==> src/rtl/life_rule_cell.sv <==
// rtl/life_rule_cell.sv - rule-programmable Life-like cell update engine
// Loadable birth/survive masks, Generations decay, saturating age counter and the legacy action code.
module life_rule_cell #(
  parameter int NEIGH   = 8,
  parameter int SUM_W   = 4,
  parameter int STATES  = 2,
  parameter int STATE_W = 1,
  parameter int AGE_W   = 8,
  parameter logic [NEIGH:0] RESET_BIRTH = 9'b000001000,
  parameter logic [NEIGH:0] RESET_SURV  = 9'b000001100
) (
  input  logic               i_clk,
  input  logic               i_rst,
  input  logic               i_rule_we,
  input  logic [NEIGH:0]     i_birth_in,
  input  logic [NEIGH:0]     i_surv_in,
  input  logic               i_seed_we,
  input  logic [STATE_W-1:0] i_seed_val,
  input  logic               i_step_en,
  input  logic [SUM_W-1:0]   i_sum,
  output logic [STATE_W-1:0] o_state,
  output logic               o_alive,
  output logic [AGE_W-1:0]   o_age,
  output logic               o_changed,
  output logic [1:0]         o_signal
);

  localparam logic [STATE_W-1:0] ALIVE_S = STATE_W'(1);
  localparam logic [STATE_W-1:0] LAST_S  = STATE_W'(STATES - 1);
  localparam logic [STATE_W-1:0] DYING_S = (STATES > 2) ? STATE_W'(2) : '0;

  logic [NEIGH:0]     r_birth;
  logic [NEIGH:0]     r_surv;
  logic [STATE_W-1:0] r_state;
  logic [AGE_W-1:0]   r_age;
  logic               r_changed;

  logic               w_birth_hit;
  logic               w_surv_hit;
  logic [STATE_W-1:0] w_seed_state;
  logic [STATE_W-1:0] w_state_nxt;
  logic [AGE_W-1:0]   w_age_nxt;

  // Sums beyond NEIGH match no loop index, so they miss both masks.
  always_comb begin
    w_birth_hit = 1'b0;
    w_surv_hit  = 1'b0;
    for (int k = 0; k <= NEIGH; k++) begin
      if (i_sum == SUM_W'(k)) begin
        w_birth_hit = r_birth[k];
        w_surv_hit  = r_surv[k];
      end
    end
  end

  assign w_seed_state = (32'(i_seed_val) < STATES) ? i_seed_val : '0;

  always_comb begin
    w_state_nxt = r_state;
    w_age_nxt   = r_age;
    if (i_seed_we) begin
      w_state_nxt = w_seed_state;
      w_age_nxt   = '0;
    end else if (i_step_en) begin
      if (r_state == '0) begin
        if (w_birth_hit) begin
          w_state_nxt = ALIVE_S;
          w_age_nxt   = AGE_W'(1);
        end
      end else if (r_state == ALIVE_S) begin
        if (w_surv_hit) begin
          if (r_age != '1) begin
            w_age_nxt = r_age + AGE_W'(1);
          end
        end else begin
          w_state_nxt = DYING_S;
          w_age_nxt   = '0;
        end
      end else begin
        // Dying states ignore the sum and walk towards dead.
        w_state_nxt = (r_state >= LAST_S) ? '0 : r_state + STATE_W'(1);
        w_age_nxt   = '0;
      end
    end
  end

  always_ff @(posedge i_clk or posedge i_rst) begin
    if (i_rst) begin
      r_birth   <= RESET_BIRTH;
      r_surv    <= RESET_SURV;
      r_state   <= '0;
      r_age     <= '0;
      r_changed <= 1'b0;
    end else begin
      if (i_rule_we) begin
        r_birth <= i_birth_in;
        r_surv  <= i_surv_in;
      end
      r_state   <= w_state_nxt;
      r_age     <= w_age_nxt;
      r_changed <= (w_state_nxt != r_state);
    end
  end

  always_comb begin
    o_signal = 2'b01;
    if (w_birth_hit && w_surv_hit) begin
      o_signal = 2'b10;
    end else if (w_surv_hit) begin
      o_signal = 2'b00;
    end
  end

  assign o_state   = r_state;
  assign o_alive   = (r_state == ALIVE_S);
  assign o_age     = r_age;
  assign o_changed = r_changed;

endmodule

==> config.mk <==
export PLATFORM = sky130hd
export DESIGN_NAME = life_rule_cell
export DESIGN_NICKNAME = d
export VERILOG_FILES = /design/src/rtl/life_rule_cell.sv
export SDC_FILE = /design/constraint.sdc
export NUM_CORES = 1
export LEC_CHECK = 0
export CAP_MARGIN = 20
export CORE_ASPECT_RATIO = 1.75
export CORE_MARGIN = 8
export CORE_UTILIZATION = 40
export DETAILED_ROUTE_END_ITERATION = 16
export PLACE_DENSITY = 0.7
export SLEW_MARGIN = 20
export SYNTH_ARGS = -nofsm -noshare
export SYNTH_HDL_FRONTEND = slang
export SYNTH_SLANG_ARGS = --single-unit
==> constraint.sdc <==
create_clock -name i_clk -period 2.48 [get_ports i_clk]
set_clock_uncertainty 0.15 [all_clocks]
set_input_delay 0.496 -clock i_clk [delete_from_list [all_inputs] [get_ports i_clk]]
set_output_delay 0.496 -clock i_clk [all_outputs]
set_load 0.005 [all_outputs]
==> Word level (Yosys, flattened, before mapping) <==
Index checks and enable logic that the tools add are counted.
{ "totals": {"reg_bits": 28, "out_inout_bits": 13, "word_cells": 53} }
{ "op_classes": {"add_sub_neg": 1, "eq_ne": 11, "muxes": 31, "n_reduce_logical": 5} }
{ "ops": {"columns": ["cell", "count"], "rows": [
  ["$mux W8", 6],
  ["$mux W1", 24],
  ["$eq A4 B3 Y1 const B", 4],
  ["$add A8 B1 Y8 const B", 1],
  ["$eq A4 B2 Y1 const B", 2],
  ["$ne A8 B8 Y1 const B", 1],
  ["$eq A4 B1 Y1 const B", 1],
  ["$eq A4 B4 Y1 const B", 1],
  ["$logic_not A4 Y1", 1],
  ["$ne A4 B3 Y1 const B", 1],
  ["$reduce_and A3 Y1", 1],
  ["$reduce_bool A3 Y1", 1],
  ["$mux W2", 1],
  ["$reduce_bool A2 Y1", 1],
  ["$logic_and A1 B1 Y1", 1],
  ["$ne A1 B1 Y1", 1]
]} }

==> Depth between registers and ports, before layout <==
{ "logic_depth": {"depth_word": 15, "mapped_depth": 8, "mapped_depth_nobuf": 7} }

==> Least setup slack after synthesis <==
No wires, ideal clock.
{ "synth_timing": {"path_kind": "input to register", "from": "input i_sum[2]", "to": "register r_age[4] (netlist: o_age[4])", "setup_time_ns": 0.065, "arrival_ns": 1.970, "required_ns": 2.265, "path_slack_ns": 0.295, "stages": 8, "path_cell_list": "buf_2 nand2b_1 o221ai_2 o41ai_2 or4_1 buf_2 nor3_2 a211o_1"} }
{ "synth_via": {"elab_chain_cells": 14, "elab_cells_between_ends": 34, "classes_between": "eq/ne (9); mux (22); reduce/logical (3)"} }
{ "synth_lines": {"columns": ["item", "line", "text"], "rows": [
  ["from (decl)", "20", "input logic [SUM_W-1:0] i_sum,"],
  ["$logic_not A4 Y1", "49", "if (i_sum == SUM_W'(k)) begin"],
  ["$mux W1 (9 in a row)", "49", null],
  ["$mux W8", "71", "if (w_surv_hit) begin"],
  ["$mux W8", "65", "if (r_state == '0) begin"],
  ["$mux W8", "64", "end else if (i_step_en) begin"],
  ["$mux W8", "61", "if (i_seed_we) begin"],
  ["to (signal assigned)", "100", "r_age <= w_age_nxt;"],
  ["to (decl)", "35", "logic [AGE_W-1:0] r_age;"]
]} }
Parallel ways exist; a longest one is shown, timed or not. The select of a mux whose other input is x is not followed.
A chain may end at the register's enable or synchronous reset.

==> Final worst setup path <==
{ "layout_timing": {"from": "input i_sum[1]", "to": "output o_signal[0]"} }
{ "layout_via": {"elab_chain_cells": 12, "elab_cells_between_ends": 30, "classes_between": "eq/ne (8); mux (20); reduce/logical (2)"} }
{ "layout_lines": {"columns": ["item", "line", "text"], "rows": [
  ["$logic_not A4 Y1", "49", null],
  ["$mux W1 (9 in a row)", "49", null],
  ["$mux W1 or $logic_and A1 B1 Y1 (tied branches)", "109, 107", null],
  ["$mux W2 (*)", "107", "if (w_birth_hit && w_surv_hit) begin"],
  ["to (decl)", "25", "output logic [1:0] o_signal"]
]} }
Mark *: on every way between the ends. The rest lies on a longest branch, timed or not.

==> metrics.txt <==
vias per cell 5.40; status complete, no violations; WP data required 1.83 ns; Switching Fraction 0.258; commonest non-fill, non-tap cells in the layout clkdlybuf4s50_1, dfrtp_1, buf_4; crit end category output port; most common cell after layout, fill and taps aside clkdlybuf4s50_1; slew margin rel. 0.755; CTS tree done; GRT Total Usage 0.128; Non-Filler Instances 260; part of the total power dissipated in the clock network 0.245; Initial Utilization 0.415; CP Capture Point o_signal[0]; largest net degree at the start of global routing 29; Combinational Power Share 0.242; Seq/Total Area, Yosys 0.444; Max Slew Vio Count 0; Die Y 99.3 um; worst-path fanout max 5; Seq pwr share 0.514; Clock Latency Late Sink 0.27 ns; n_diodes 0; r2r worst-path depth 8; Tmin final 2.40 ns; DRC 0; IO Port Bufs 40; Area growth syn-to-layout 42.6%; Post-synth ARST share 1.00; reg2reg start r_surv[2]$_DFFE_PP1P_; routed wire length 4020 um; Multi-input gate area 883 um2; Final setup viols 0; f_max 416 MHz; Power Density 451 nW/um2; Register Area 704 um2; CP arrival 1.76 ns; RSZ-0062 raised after global routing no; DP HPWL 3170 um; clk buf depth 2; Num CTS Buffers 3; ys flop type dfrtp_1; GP Congestion 0.847; root buffer cell clkbuf_8; Routed Antenna Nets 0; first-pass GRT wire length 6650 um; Max IR drop VDD 0.000407 V; LEAKAGE 0.938 nW; Int Pwr 0.758 mW; Mapped Area 1590 um2; worst r2r dst o_age[2]$_DFFE_PP0P_; DR WL/cell 15.5 um; Initial DRT Pass Iterations 4; r2r setup slk 0.19 ns; H-tree depth 1; vias in the first global route 1524; Die X-Extent 63.6 um; syn_nets 183; pin slew with the least headroom to its limit 0.362 ns; Final Cycle Share 0.969; total gr overflow 0; Post-CTS Hold Buffers 0; FF+latch count, synth 28; DP Cell Count 255; yosys warns 0; number of max-cap violations 0; CP Launch Type primary input; die area 6320 um2; share of layout cells above drive strength 1 0.307; syn avg cell area 10.3 um2; initial antenna violation count 0; Worst-path clk slew 0.09 ns; layout net count 242; total power 1.02 mW; Hold Violations, Final 0; core area 3830 um2; net switching power 0.263 mW; Setup Crit Path Kind primary input to output port; # rows 30; Post-Synthesis Cells 154; via count 1404; Unique masters post-synth 44; DR iter-0 viols 66; # IOs 41; CP startpoint i_sum[1]; CTS Sinks 28; HP Class flop to flop; EDFF count, synth 0; fillers 346
-- per-layer routing --
metal	vias to the layer above	wire (um)	GRT usage
met5	-	0	0
met4	0	113	0.0587
met3	8	149	0.0304
met2	35	2230	0.241
met1	686	1520	0.125
li1	675	-	-
-- metrics by stage --
step	TNS (ns)	instance area, um2	utilization	hold WS, ns	setup WS, ns
4_1_cts	0	2220	0.581	0.367	0.00565
5_1_grt	0	2260	0.592	0.386	0.00512
3_5_place_dp	-4.53	2160	0.565	0.346	-0.697
3_3_place_gp	-3.84	2160	0.565	0.340	-0.650
6_report	0	2260	0.592	0.364	0.0770
2_1_floorplan	0	1590	-	0.330	0.295
-- kinds of logic after synthesis --
| logic type | share of synthesized area |
|---|---|
| flip-flops | 0.444 |
| AO/OA/AOI/OAI | 0.162 |
| multiplexers | 0.165 |
| AND/OR/NAND/NOR | 0.179 |
| adder cells (fa/ha/maj) | 0.00788 |
| buffers and inverters | 0.0426 |
-- power groups by stage --
stage / registers [mW] / logic, mW / clock network [mW]
3_3_place_gp: 0.531 / 0.222 / 0
5_1_grt: 0.529 / 0.269 / 0.279
3_5_place_dp: 0.532 / 0.230 / 0
2_1_floorplan: 0.520 / 0.119 / 0
4_1_cts: 0.524 / 0.233 / 0.254
6_report: 0.524 / 0.247 / 0.250
-- worst min-delay path by stage --
| stage | from | end | slack, ns | cells past startpoint |
|---|---|---|---|---|
| 2_1_floorplan | r_birth[0]$_DFFE_PP0P_ | r_birth[0]$_DFFE_PP0P_ | 0.33 | 1 |
| 3_3_place_gp | r_birth[0]$_DFFE_PP0P_ | r_birth[0]$_DFFE_PP0P_ | 0.34 | 1 |
| 3_5_place_dp | r_birth[5]$_DFFE_PP0P_ | r_birth[5]$_DFFE_PP0P_ | 0.35 | 1 |
| 4_1_cts | r_birth[5]$_DFFE_PP0P_ | r_birth[5]$_DFFE_PP0P_ | 0.37 | 1 |
| 5_1_grt | r_birth[1]$_DFFE_PP0P_ | r_birth[1]$_DFFE_PP0P_ | 0.39 | 1 |
| 6_report | r_birth[2]$_DFFE_PP0P_ | r_birth[2]$_DFFE_PP0P_ | 0.36 | 1 |
-- synth_stat cells (3+ instances only) --
cell type   n  area share
dfrtp_1    25        0.39
mux2_2     18        0.13
a21oi_1     9       0.028
nand2_1     9       0.021
nor2_1      9       0.021
o21ai_0     9       0.028
nand2b_1    7       0.028
mux2i_1     6       0.038
inv_1       5       0.012
nand3b_1    4       0.019
o31ai_1     4       0.019
buf_2       3      0.0095
clkbuf_1    3      0.0071
dfstp_2     3       0.050
nand3_1     3      0.0095
-- state kept, by name, summed over array words and instances, names as in the netlist --
signal,flops
r_birth,9
r_surv,9
o_age,8
o_alive,1
o_changed,1
-- cell type report --
class	instances	share of cell area
multi-input cells	112	0.390
inverters	5	0.00829
well taps	48	0.0265
repair buffers	63	0.244
clock buffers	4	0.0199
flip-flops and latches	28	0.311
-- worst max-delay path, stage by stage --
cell	delay, ns
dlygate4sd2_1	0.31
buf_4	0.19
o41ai_4	0.35
or2_4	0.21
clkdlybuf4s15_2	0.21
-- repair_timing --
action,CTS,global route
buffers inserted,1,0
setup endpoints to repair,9,2
resized for setup,22,9
hold endpoints to repair,0,0
pin swaps,3,3
Power figures use the tool's default switching activity.
